**config.mk**
```make
export PLATFORM = sky130hd
export DESIGN_NAME = assoc_cache_control
export DESIGN_NICKNAME = d
export VERILOG_FILES = /design/src/rtl/assoc_cache_control.sv
export SDC_FILE = /design/constraint.sdc
export NUM_CORES = 1
export LEC_CHECK = 0
export BUFFER_PORTS_ARGS = -buffer_cell sky130_fd_sc_hd__buf_2
export CELL_PAD_IN_SITES_DETAIL_PLACEMENT = 0
export CELL_PAD_IN_SITES_GLOBAL_PLACEMENT = 2
export CORE_AREA = 2 2 116 129
export DETAILED_ROUTE_END_ITERATION = 8
export DIE_AREA = 0 0 118 131
export GPL_ROUTABILITY_DRIVEN = 1
export HOLD_SLACK_MARGIN = 0.03
export PLACE_DENSITY = 0.83
export SYNTH_ARGS = -nofsm -noshare
export SYNTH_HDL_FRONTEND = slang
export SYNTH_SLANG_ARGS = --single-unit
```
**constraint.sdc**
```tcl
create_clock -name clk -period 2.38 [get_ports clk]
set_input_delay 0.119 -clock clk [delete_from_list [all_inputs] [get_ports clk]]
set_output_delay 0.119 -clock clk [all_outputs]
set_load 0.005 [all_outputs]
```
**src/rtl/assoc_cache_control.sv**
```systemverilog
// ----------------------------------------------------------------------------
// assoc_cache_control
//
// Control unit for a set-associative, write-back, write-allocate cache. It
// owns the per-line valid/dirty bits and the per-set tree pseudo-LRU state.
// The tag and data arrays live in an external datapath, which this block
// steers through way_sel and the ld_* strobes.
//
// Parameters
//   WAYS         associativity (power of two, 2..8)
//   SET_BITS     index width, SETS = 2**SET_BITS
//   OFFSET_BITS  byte-offset width inside a line
//   ADDR_W       address width; TAG_W = ADDR_W - SET_BITS - OFFSET_BITS
//
// Ports
//   clk, reset_n         clock, asynchronous active-low reset
//   mem_address          CPU request address
//   mem_read, mem_write  CPU strobes, held until mem_resp (both high = write)
//   mem_resp             one-cycle CPU completion pulse
//   tag_match            raw per-way tag compare from the datapath
//   victim_tag           stored tag of way way_sel at the current index
//   way_sel              way addressed by the datapath
//   ld_line, ld_tag      load the refilled line / its tag into way way_sel
//   ld_word              merge the CPU store word into way way_sel
//   pmem_address         physical memory address
//   pmem_read/pmem_write physical strobes, held until pmem_resp
//   pmem_resp            physical completion pulse
//   hit_count, miss_count, wb_count  saturating statistics counters
//   dbg_state_o          current controller state (IDLE/WRITEBACK/FILL)
//
// Handshakes: a requester raises a strobe and holds it, with its address,
// stable until the matching completion pulse is seen high at a rising edge;
// the completion pulse is high for exactly that one cycle. This holds for
// both the CPU side (mem_* / mem_resp) and the memory side (pmem_* /
// pmem_resp).
// ----------------------------------------------------------------------------
module assoc_cache_control #(
    parameter int WAYS        = 2,
    parameter int SET_BITS    = 3,
    parameter int OFFSET_BITS = 4,
    parameter int ADDR_W      = 16
) (
    input  logic                                     clk,
    input  logic                                     reset_n,
    input  logic [ADDR_W-1:0]                        mem_address,
    input  logic                                     mem_read,
    input  logic                                     mem_write,
    output logic                                     mem_resp,
    input  logic [WAYS-1:0]                          tag_match,
    input  logic [ADDR_W-SET_BITS-OFFSET_BITS-1:0]   victim_tag,
    output logic [$clog2(WAYS)-1:0]                  way_sel,
    output logic                                     ld_line,
    output logic                                     ld_tag,
    output logic                                     ld_word,
    output logic [ADDR_W-1:0]                        pmem_address,
    output logic                                     pmem_read,
    output logic                                     pmem_write,
    input  logic                                     pmem_resp,
    output logic [15:0]                              hit_count,
    output logic [15:0]                              miss_count,
    output logic [15:0]                              wb_count,
    output logic [1:0]                               dbg_state_o
);

    localparam int SETS  = 2 ** SET_BITS;
    localparam int WB    = $clog2(WAYS);
    localparam int NODES = WAYS - 1;

    localparam logic [1:0] ST_IDLE      = 2'd0;
    localparam logic [1:0] ST_WRITEBACK = 2'd1;
    localparam logic [1:0] ST_FILL      = 2'd2;

    // ------------------------------------------------------------------
    // State
    // ------------------------------------------------------------------
    logic [1:0]       state_q, state_d;
    logic [WB-1:0]    victim_q, victim_d;
    logic [15:0]      hit_cnt_q, hit_cnt_d;
    logic [15:0]      miss_cnt_q, miss_cnt_d;
    logic [15:0]      wb_cnt_q, wb_cnt_d;

    logic [WAYS-1:0]  valid_q [SETS];
    logic [WAYS-1:0]  dirty_q [SETS];
    logic [NODES-1:0] plru_q  [SETS];

    // Only the row at the current index is ever modified in a cycle, so the
    // arrays are updated through one next-row value plus a write enable each.
    logic [WAYS-1:0]  valid_row, valid_row_d;
    logic [WAYS-1:0]  dirty_row, dirty_row_d;
    logic [NODES-1:0] plru_row, plru_row_d;
    logic             valid_we, dirty_we, plru_we;

    // ------------------------------------------------------------------
    // Tree pseudo-LRU helpers
    //
    // Nodes are stored heap-style: node 0 is the root, node n has children
    // 2n+1 (bit = 0) and 2n+2 (bit = 1). The node at depth l decides way
    // bit l, least significant bit at the root. A node value names the
    // subtree to evict from next. Bits are extracted by shifting so that a
    // run-time node number never needs to be narrowed to an index width.
    // ------------------------------------------------------------------
    function automatic logic [WB-1:0] plru_victim(input logic [NODES-1:0] tree);
        logic [WB-1:0]    w;
        logic [NODES-1:0] sh;
        int               node;
        w    = '0;
        node = 0;
        for (int l = 0; l < WB; l++) begin
            sh   = tree >> node;
            w    = w | (WB'(sh[0]) << l);
            node = 2 * node + 1 + int'(sh[0]);
        end
        return w;
    endfunction

    // Every node on the accessed way's path is turned to point away from it.
    function automatic logic [NODES-1:0] plru_touch(input logic [NODES-1:0] tree,
                                                    input logic [WB-1:0]    way);
        logic [NODES-1:0] t;
        logic [NODES-1:0] node_mask;
        logic [WB-1:0]    sh;
        logic             dir;
        int               node;
        t    = tree;
        node = 0;
        for (int l = 0; l < WB; l++) begin
            sh        = way >> l;
            dir       = sh[0];
            node_mask = NODES'(1) << node;
            if (dir) t = t & ~node_mask;
            else     t = t | node_mask;
            node = 2 * node + 1 + int'(dir);
        end
        return t;
    endfunction

    function automatic logic [15:0] sat_inc(input logic [15:0] v);
        return (v == 16'hFFFF) ? v : v + 16'd1;
    endfunction

    // ------------------------------------------------------------------
    // Lookup at the current index
    // ------------------------------------------------------------------
    logic [SET_BITS-1:0] index;
    logic                req, is_write;
    logic [WAYS-1:0]     hit_vec;
    logic                hit;
    logic [WB-1:0]       hit_way;
    logic                has_invalid;
    logic [WB-1:0]       invalid_way;
    logic [WB-1:0]       miss_victim;
    logic [WAYS-1:0]     hit_oh, victim_oh;

    assign index     = mem_address[OFFSET_BITS +: SET_BITS];
    assign req       = mem_read | mem_write;
    // A simultaneous read and write is handled as a write.
    assign is_write  = mem_write;

    assign valid_row = valid_q[index];
    assign dirty_row = dirty_q[index];
    assign plru_row  = plru_q[index];

    // The datapath compares tags without knowing validity; qualify here.
    assign hit_vec   = tag_match & valid_row;
    assign hit       = |hit_vec;

    // Lowest-numbered matching way and lowest-numbered empty way.
    always_comb begin
        hit_way     = '0;
        invalid_way = '0;
        for (int w = WAYS - 1; w >= 0; w--) begin
            if (hit_vec[w])    hit_way     = WB'(w);
            if (!valid_row[w]) invalid_way = WB'(w);
        end
    end

    assign has_invalid = ~&valid_row;
    // Empty ways are filled before anything is evicted.
    assign miss_victim = has_invalid ? invalid_way : plru_victim(plru_row);

    assign hit_oh    = WAYS'(1) << hit_way;
    assign victim_oh = WAYS'(1) << victim_q;

    // ------------------------------------------------------------------
    // Next state and outputs
    // ------------------------------------------------------------------
    always_comb begin
        state_d      = state_q;
        victim_d     = victim_q;
        hit_cnt_d    = hit_cnt_q;
        miss_cnt_d   = miss_cnt_q;
        wb_cnt_d     = wb_cnt_q;

        valid_we     = 1'b0;
        valid_row_d  = valid_row;
        dirty_we     = 1'b0;
        dirty_row_d  = dirty_row;
        plru_we      = 1'b0;
        plru_row_d   = plru_row;

        mem_resp     = 1'b0;
        way_sel      = '0;
        ld_line      = 1'b0;
        ld_tag       = 1'b0;
        ld_word      = 1'b0;
        pmem_read    = 1'b0;
        pmem_write   = 1'b0;
        pmem_address = mem_address;

        case (state_q)
            ST_IDLE: begin
                if (req) begin
                    if (hit) begin
                        mem_resp   = 1'b1;
                        way_sel    = hit_way;
                        plru_we    = 1'b1;
                        plru_row_d = plru_touch(plru_row, hit_way);
                        hit_cnt_d  = sat_inc(hit_cnt_q);
                        if (is_write) begin
                            ld_word     = 1'b1;
                            dirty_we    = 1'b1;
                            dirty_row_d = dirty_row | hit_oh;
                        end
                    end else begin
                        // The victim is frozen here so the whole miss works on
                        // one way even if the PLRU row or valid bits change.
                        victim_d   = miss_victim;
                        miss_cnt_d = sat_inc(miss_cnt_q);
                        if (valid_row[miss_victim] && dirty_row[miss_victim]) begin
                            state_d = ST_WRITEBACK;
                        end else begin
                            state_d = ST_FILL;
                        end
                    end
                end
            end

            ST_WRITEBACK: begin
                way_sel      = victim_q;
                pmem_write   = 1'b1;
                pmem_address = {victim_tag, index, {OFFSET_BITS{1'b0}}};
                if (pmem_resp) begin
                    dirty_we    = 1'b1;
                    dirty_row_d = dirty_row & ~victim_oh;
                    wb_cnt_d    = sat_inc(wb_cnt_q);
                    state_d     = ST_FILL;
                end
            end

            ST_FILL: begin
                way_sel      = victim_q;
                pmem_read    = 1'b1;
                pmem_address = {mem_address[ADDR_W-1:OFFSET_BITS], {OFFSET_BITS{1'b0}}};
                if (pmem_resp) begin
                    ld_line     = 1'b1;
                    ld_tag      = 1'b1;
                    valid_we    = 1'b1;
                    valid_row_d = valid_row | victim_oh;
                    dirty_we    = 1'b1;
                    dirty_row_d = dirty_row & ~victim_oh;
                    // Back to IDLE: a still-pending request now hits there.
                    state_d     = ST_IDLE;
                end
            end

            default: begin
                state_d = ST_IDLE;
            end
        endcase
    end

    // ------------------------------------------------------------------
    // Registers
    // ------------------------------------------------------------------
    always_ff @(posedge clk or negedge reset_n) begin
        if (!reset_n) begin
            state_q    <= ST_IDLE;
            victim_q   <= '0;
            hit_cnt_q  <= '0;
            miss_cnt_q <= '0;
            wb_cnt_q   <= '0;
            for (int s = 0; s < SETS; s++) begin
                valid_q[s] <= '0;
                dirty_q[s] <= '0;
                plru_q[s]  <= '0;
            end
        end else begin
            state_q    <= state_d;
            victim_q   <= victim_d;
            hit_cnt_q  <= hit_cnt_d;
            miss_cnt_q <= miss_cnt_d;
            wb_cnt_q   <= wb_cnt_d;
            if (valid_we) valid_q[index] <= valid_row_d;
            if (dirty_we) dirty_q[index] <= dirty_row_d;
            if (plru_we)  plru_q[index]  <= plru_row_d;
        end
    end

    assign hit_count   = hit_cnt_q;
    assign miss_count  = miss_cnt_q;
    assign wb_count    = wb_cnt_q;
    assign dbg_state_o = state_q;

endmodule

```
* Word-level counts from Yosys, hierarchy flattened
Index checks and enable logic that the tools add are counted.
** Operators by class
- $add $sub $neg :: 3
- $lt $le $gt $ge :: 3
- Equal/unequal tests :: 9
- Shift operators :: 2
- Mux-type cells :: 58
- Bitwise logic cells :: 11
- Reductions and logical operators :: 11
** Operators by type and width (number)
- $add 16x1->16 const B :: 3
- $eq 16x16->1 const B :: 3
- $bwmux 16 :: 2
- $mux 2 :: 16
- $pmux 16 s2 :: 1
- $mux 1 :: 29
- $bmux 2 s3 :: 2
- $reduce_and 4->1 :: 3
- $bwmux 8 :: 1
- $ne 2x2->1 const B :: 4
- $demux 2 s3 :: 1
- $pmux 2 s3 :: 1
- $reduce_and 3->1 :: 2
- $and 2x2->2 :: 2
- $ge 4x4->1 const B :: 1
- $lt 4x1->1 const B :: 1
- $not 1->1 :: 4
- $not 3->4 :: 1
- $or 2x2->2 :: 2
- $pmux 1 s2 :: 2
- $pmux 2 s2 :: 1
- $reduce_or 2->1 :: 2
- $shl 1x1->2 const A :: 2
- $bmux 1 s3 :: 1
- other kinds (9) :: 10
** Storage, ports and cells
- Bits in registers :: 91
- Input port bits :: 32
- Output and inout bits :: 73
- Word-level logic and storage cells :: 126

* Longest topological paths before layout
- Depth in word-level cells :: 14
- Depth in mapped cells :: 9
- Depth with buffers taken out :: 8

* Least setup slack after synthesis
No wires, ideal clock.
- Path kind :: register to register
- Start point :: register valid_q[15] (netlist bit)
- End point :: register dirty_q[0] (netlist bit)
- Arrival time :: 1.995 ns
- Required time :: 2.241 ns
- Setup slack :: 0.246 ns
- Cell stages (with the launch flop) :: 7
- Period minus slack after synthesis :: 2.134 ns
- Cells stage by stage :: dfrtp_1 -> or3b_2 -> a21oi_1 -> o31a_2 -> a22oi_1 -> a2111oi_4 -> a2bb2oi_1
** Between the ends
- Cells in the longest elaborated chain, start to end :: 13
- Elaborated cells on any way between the ends :: 17
- Those cells by class :: 1 x shift; 13 x mux; 2 x bitwise; 1 x reduce/logical
** Ends and longest elaborated chain
- from (decl) :: line 82 : logic [WAYS-1:0] valid_q [SETS];
- from (signal, indexed assignment) :: line 293 : if (valid_we) valid_q[index] <= valid_row_d;
- $bmux 2 s3 * :: line 159 : assign valid_row = valid_q[index];
- $mux 2 (implied by the code) * (2 in a row) :: line 159
- $and 2x2->2 * :: line 164 : assign hit_vec = tag_match & valid_row;
- $mux 1 (2 in a row) :: line 172 : if (hit_vec[w]) hit_way = WB'(w);
- $shl 1x1->2 :: line 181 : assign hit_oh = WAYS'(1) << hit_way;
- $or 2x2->2 :: line 222 : dirty_row_d = dirty_row | hit_oh;
- $mux 2 :: line 219 : if (is_write) begin
- $mux 2 :: line 213 : if (hit) begin
- $mux 2 :: line 212 : if (req) begin
- $pmux 2 s2 :: line 210 : case (state_q)
- $bwmux 16 :: line 294 : if (dirty_we) dirty_q[index] <= dirty_row_d;
- to (signal, indexed assignment) :: line 294
- to (decl) :: line 83 : logic [WAYS-1:0] dirty_q [SETS];
Mark *: on every way between the ends. The rest lies on a longest branch, timed or not. The select of a mux whose other input is x is not followed.
A chain may end at the register's enable or synchronous reset.

* Final worst setup path
- Start point :: register valid_q[15] (netlist bit)
- End point :: output port mem_resp
** Between the ends
- Cells in the longest elaborated chain, start to end :: 8
** Ends and longest elaborated chain
- $bmux 2 s3 :: line 159
- $mux 2 (implied by the code) (2 in a row) :: line 159
- $and 2x2->2 :: line 164
- $reduce_or 2->1 :: line 165 : assign hit = |hit_vec;
- $mux 1 :: line 213
- $mux 1 :: line 212
- $mux 1 :: line 210
- to (decl) :: line 48 : output logic mem_resp,
No other way between the ends. The select of a mux whose other input is x is not followed.

==> qor.yml <==
synth_compound_area_frac: 0.156
via_per_inst: 5.03
synthXorXnorAreaFrac: 0.0834
startpoint: "valid_q[15]"
reg2regPathDepth: 7
fmax_mhz: 428
grt_first_pass_wirelength_mm: 20.4
cts_tree: "done"
grt_max_degree: 41
place_worst_setup_slack_ns: 0.0373
busiest_layer: "met2"
final_cell_mix: "buf_2, dfrtp_1, nand2_1"
synth_area_per_cell_um2: 10.0
yosys_warnings: 0
drtIter0Drc: 229
maxCapViolations: 0
grt_pass1_vias: 3896
p_leak_uw: 0.00284
slew_viol_final: 0
cts_max_level: 3
power_density_nw_per_um2: 952
cts_sinks: 91
num_vias: 3940
core_area_um2: 14200
start_util: 0.332
min_period_over_period: 0.982
grt_overflow_total: 0
fin_area_um2: 5840
reg2reg_slack_ns: 0.09
synth_edf_count: 0
worst_slew_pin_slew_ns: 0.647
finalHoldViolations: 0
placed_area_um2: 5540
muxShareOfSynthArea: 0.0466
wl_per_cell_um: 16.1
cts_post_setup_buffers_inserted: 0
hold_end: "dirty_q[6]"
postSynthCellCount: 471
fin_worst_skew_ns: 0.00894
clk_latency_ns: 0.34
grt_antenna_before_repair: 0
synth_seq_cells: 91
synthArstFlopShare: 1.00
portBuffers: 104
drcViolationCount: 0
track_usage: 0.167
synthesis.area_um2: 4720
synth_ff_type: "dfrtp_1"
die_area_um2: 15500
slew-limit-headroom: 0.566
critical_path_class: "reg2out"
numCtsBuffers: 9
clk_path_buf_depth: 2
cts_root_buf: "clkbuf_16"
hpwl_mm: 9.48
hp-start: "mem_address[4]"
synth_cell_types: 57
ios: 105
fillers: 1396
gp_congestion: 0.812
synth_simple_gate_area_frac: 0.182
synthToLayoutAreaGrowth_pct: 23.7
drt-total-wl_mm: 12.6
fin_tns_setup_ns: 0
std_cell_rows: 46
ant_nets: 0
drt-pass1-iter-count: 4
finalSetupViolCount: 0
use_met3: 0.0286
synth_nets: 510
dieHeight_um: 131
r2r-end: "dirty_q[13]"
period_minus_slack_ns: 2.34
critPathCaptureType: "primary output"
antenna_cells: 0
r2r-start: "valid_q[15]"
hold_ws_ns: 0.242
die_w_um: 118
outcome: "finished, final reports clean"
synth_top_family_by_area: "simple AND/OR/NAND/NOR gates"
rsz0062_at_grt: "yes"
hold_class: "in2reg"
whs_path_depth: 3
finalWorstSetupSlack_ns: 0.0439
crit_arrival_ns: 2.22
seq_area_frac_synth: 0.482
ir_drop_uv: 363
worstPathMaxFanout: 6
finish.net_count: 625
drive_gt1_frac: 0.267
synthAdderAreaFrac: 0.0185
use_met1: 0.221
start_kind: "flop"
globalRouteMet2Util: 0.277
clk_pin_slew_ns: 0.06
final_common_cell: "buf_2"
worstPathRequired_ns: 2.26
-- registers in the layout (all words and copies together) (netlist names) --
register / count
miss_count: 16
plru_q: 8
hit_count: 16
victim_q: 1
dirty_q: 16
valid_q: 16
dbg_state_o: 2
wb_count: 16
-- timing repair --
item,in CTS,in global routing
endpoints found under the setup margin,0,6
hold buffers,1,0
endpoints found under the hold margin,36,0
resized for setup,0,0
-- cell families (layout without fill, tap and decap cells) --
logic type | Yosys count | in the layout
simple gates | 178 | 178
compound gates | 100 | 100
flops | 91 | 91
xor+xnor | 45 | 45
buf+inv | 32 | 152
mux | 18 | 18
fa+ha+maj | 7 | 7
-- layer usage --
metal,share of wire,up-vias,wire length [µm]
met5,0,-,0
met4,0.015,0,186
met3,0.042,12,536
met2,0.48,105,6030
met1,0.47,1915,5880
li1,-,1908,-
-- synthesized netlist by cell type (all sizes together) (2+ instances only) --
| library cell | instances | area [µm²] |
|---|---|---|
| o22a | 8 | 70.1 |
| nand2b | 7 | 51.3 |
| a22oi | 2 | 15.0 |
| nand3 | 17 | 85.1 |
| mux4 | 3 | 67.6 |
| and4 | 3 | 26.3 |
| nor3 | 13 | 65.1 |
| nor4 | 2 | 12.5 |
| or3 | 3 | 18.8 |
| nor2b | 7 | 43.8 |
| ha | 7 | 87.6 |
| a2111oi | 2 | 55.1 |
| a21oi | 24 | 120 |
| dfrtp | 91 | 2280 |
| and3 | 10 | 62.6 |
| xnor2 | 27 | 236 |
| nand3b | 2 | 15.0 |
| a2bb2oi | 8 | 70.1 |
| inv | 10 | 37.5 |
| a22o | 9 | 78.8 |
| or2 | 2 | 12.5 |
| o31a | 2 | 18.8 |
| a211oi | 2 | 15.0 |
| mux2i | 13 | 130 |
| xor2 | 18 | 158 |
| o211ai | 2 | 15.0 |
| nor2 | 42 | 158 |
| nand2 | 54 | 203 |
| buf | 11 | 71.3 |
| o21ai | 27 | 139 |
| mux2 | 2 | 22.5 |
| nand4 | 12 | 75.1 |
| and2 | 2 | 12.5 |
| clkbuf | 11 | 41.3 |
-- cell type report --
cell class                      count  area (µm²)  area share
Clock buffer                       11         253      0.0433
Clock inverter                      5        36.3     0.00621
Inverter                           10        37.5     0.00642
Multi-Input combinational cell    348        2300       0.393
Sequential cell                    91        2280       0.390
Tap cell                          192         240      0.0411
Timing Repair Buffer              126         703       0.120
-- worst max-delay path by stage --
stage                         endpoint  depth (start not counted)  slack (ns)
after floorplan             dirty_q[0]                          6        0.25
after global routing       dirty_q[13]                          7       -0.03
after global placement    hit_count[6]                          7        0.17
after detailed placement    dirty_q[9]                          7        0.04
final                         mem_resp                          8        0.04
after CTS                     mem_resp                          8        0.03
-- worst max-delay path, cell delays in order, from the launching register on --
cell	delay, ns
dfrtp_1	0.37
or3b_2	0.19
a21oi_1	0.06
buf_4	0.17
o31a_2	0.41
buf_4	0.16
nor2_1	0.25
nor2_1	0.12
buf_2	0.15
-- per-stage QoR --
step | total power, µW | utilization | cells
finish | 5560 | 0.411 | 783
global route | 5930 | 0.411 | 783
CTS | 5620 | 0.411 | 783
detailed placement | 4220 | 0.390 | 766
global placement | 4180 | 0.390 | 766
floorplan | 3450 | - | 471
-- where the power goes --
group	switching (µW)	leakage (µW)	total [µW]	internal [µW]
clock	615	0.000134	1380	767
sequential	337	0.00117	2320	1980
combinational	1000	0.00154	1870	863
total	1960	0.00284	5560	3610
Note: power is estimated with default switching activity, not from simulation.
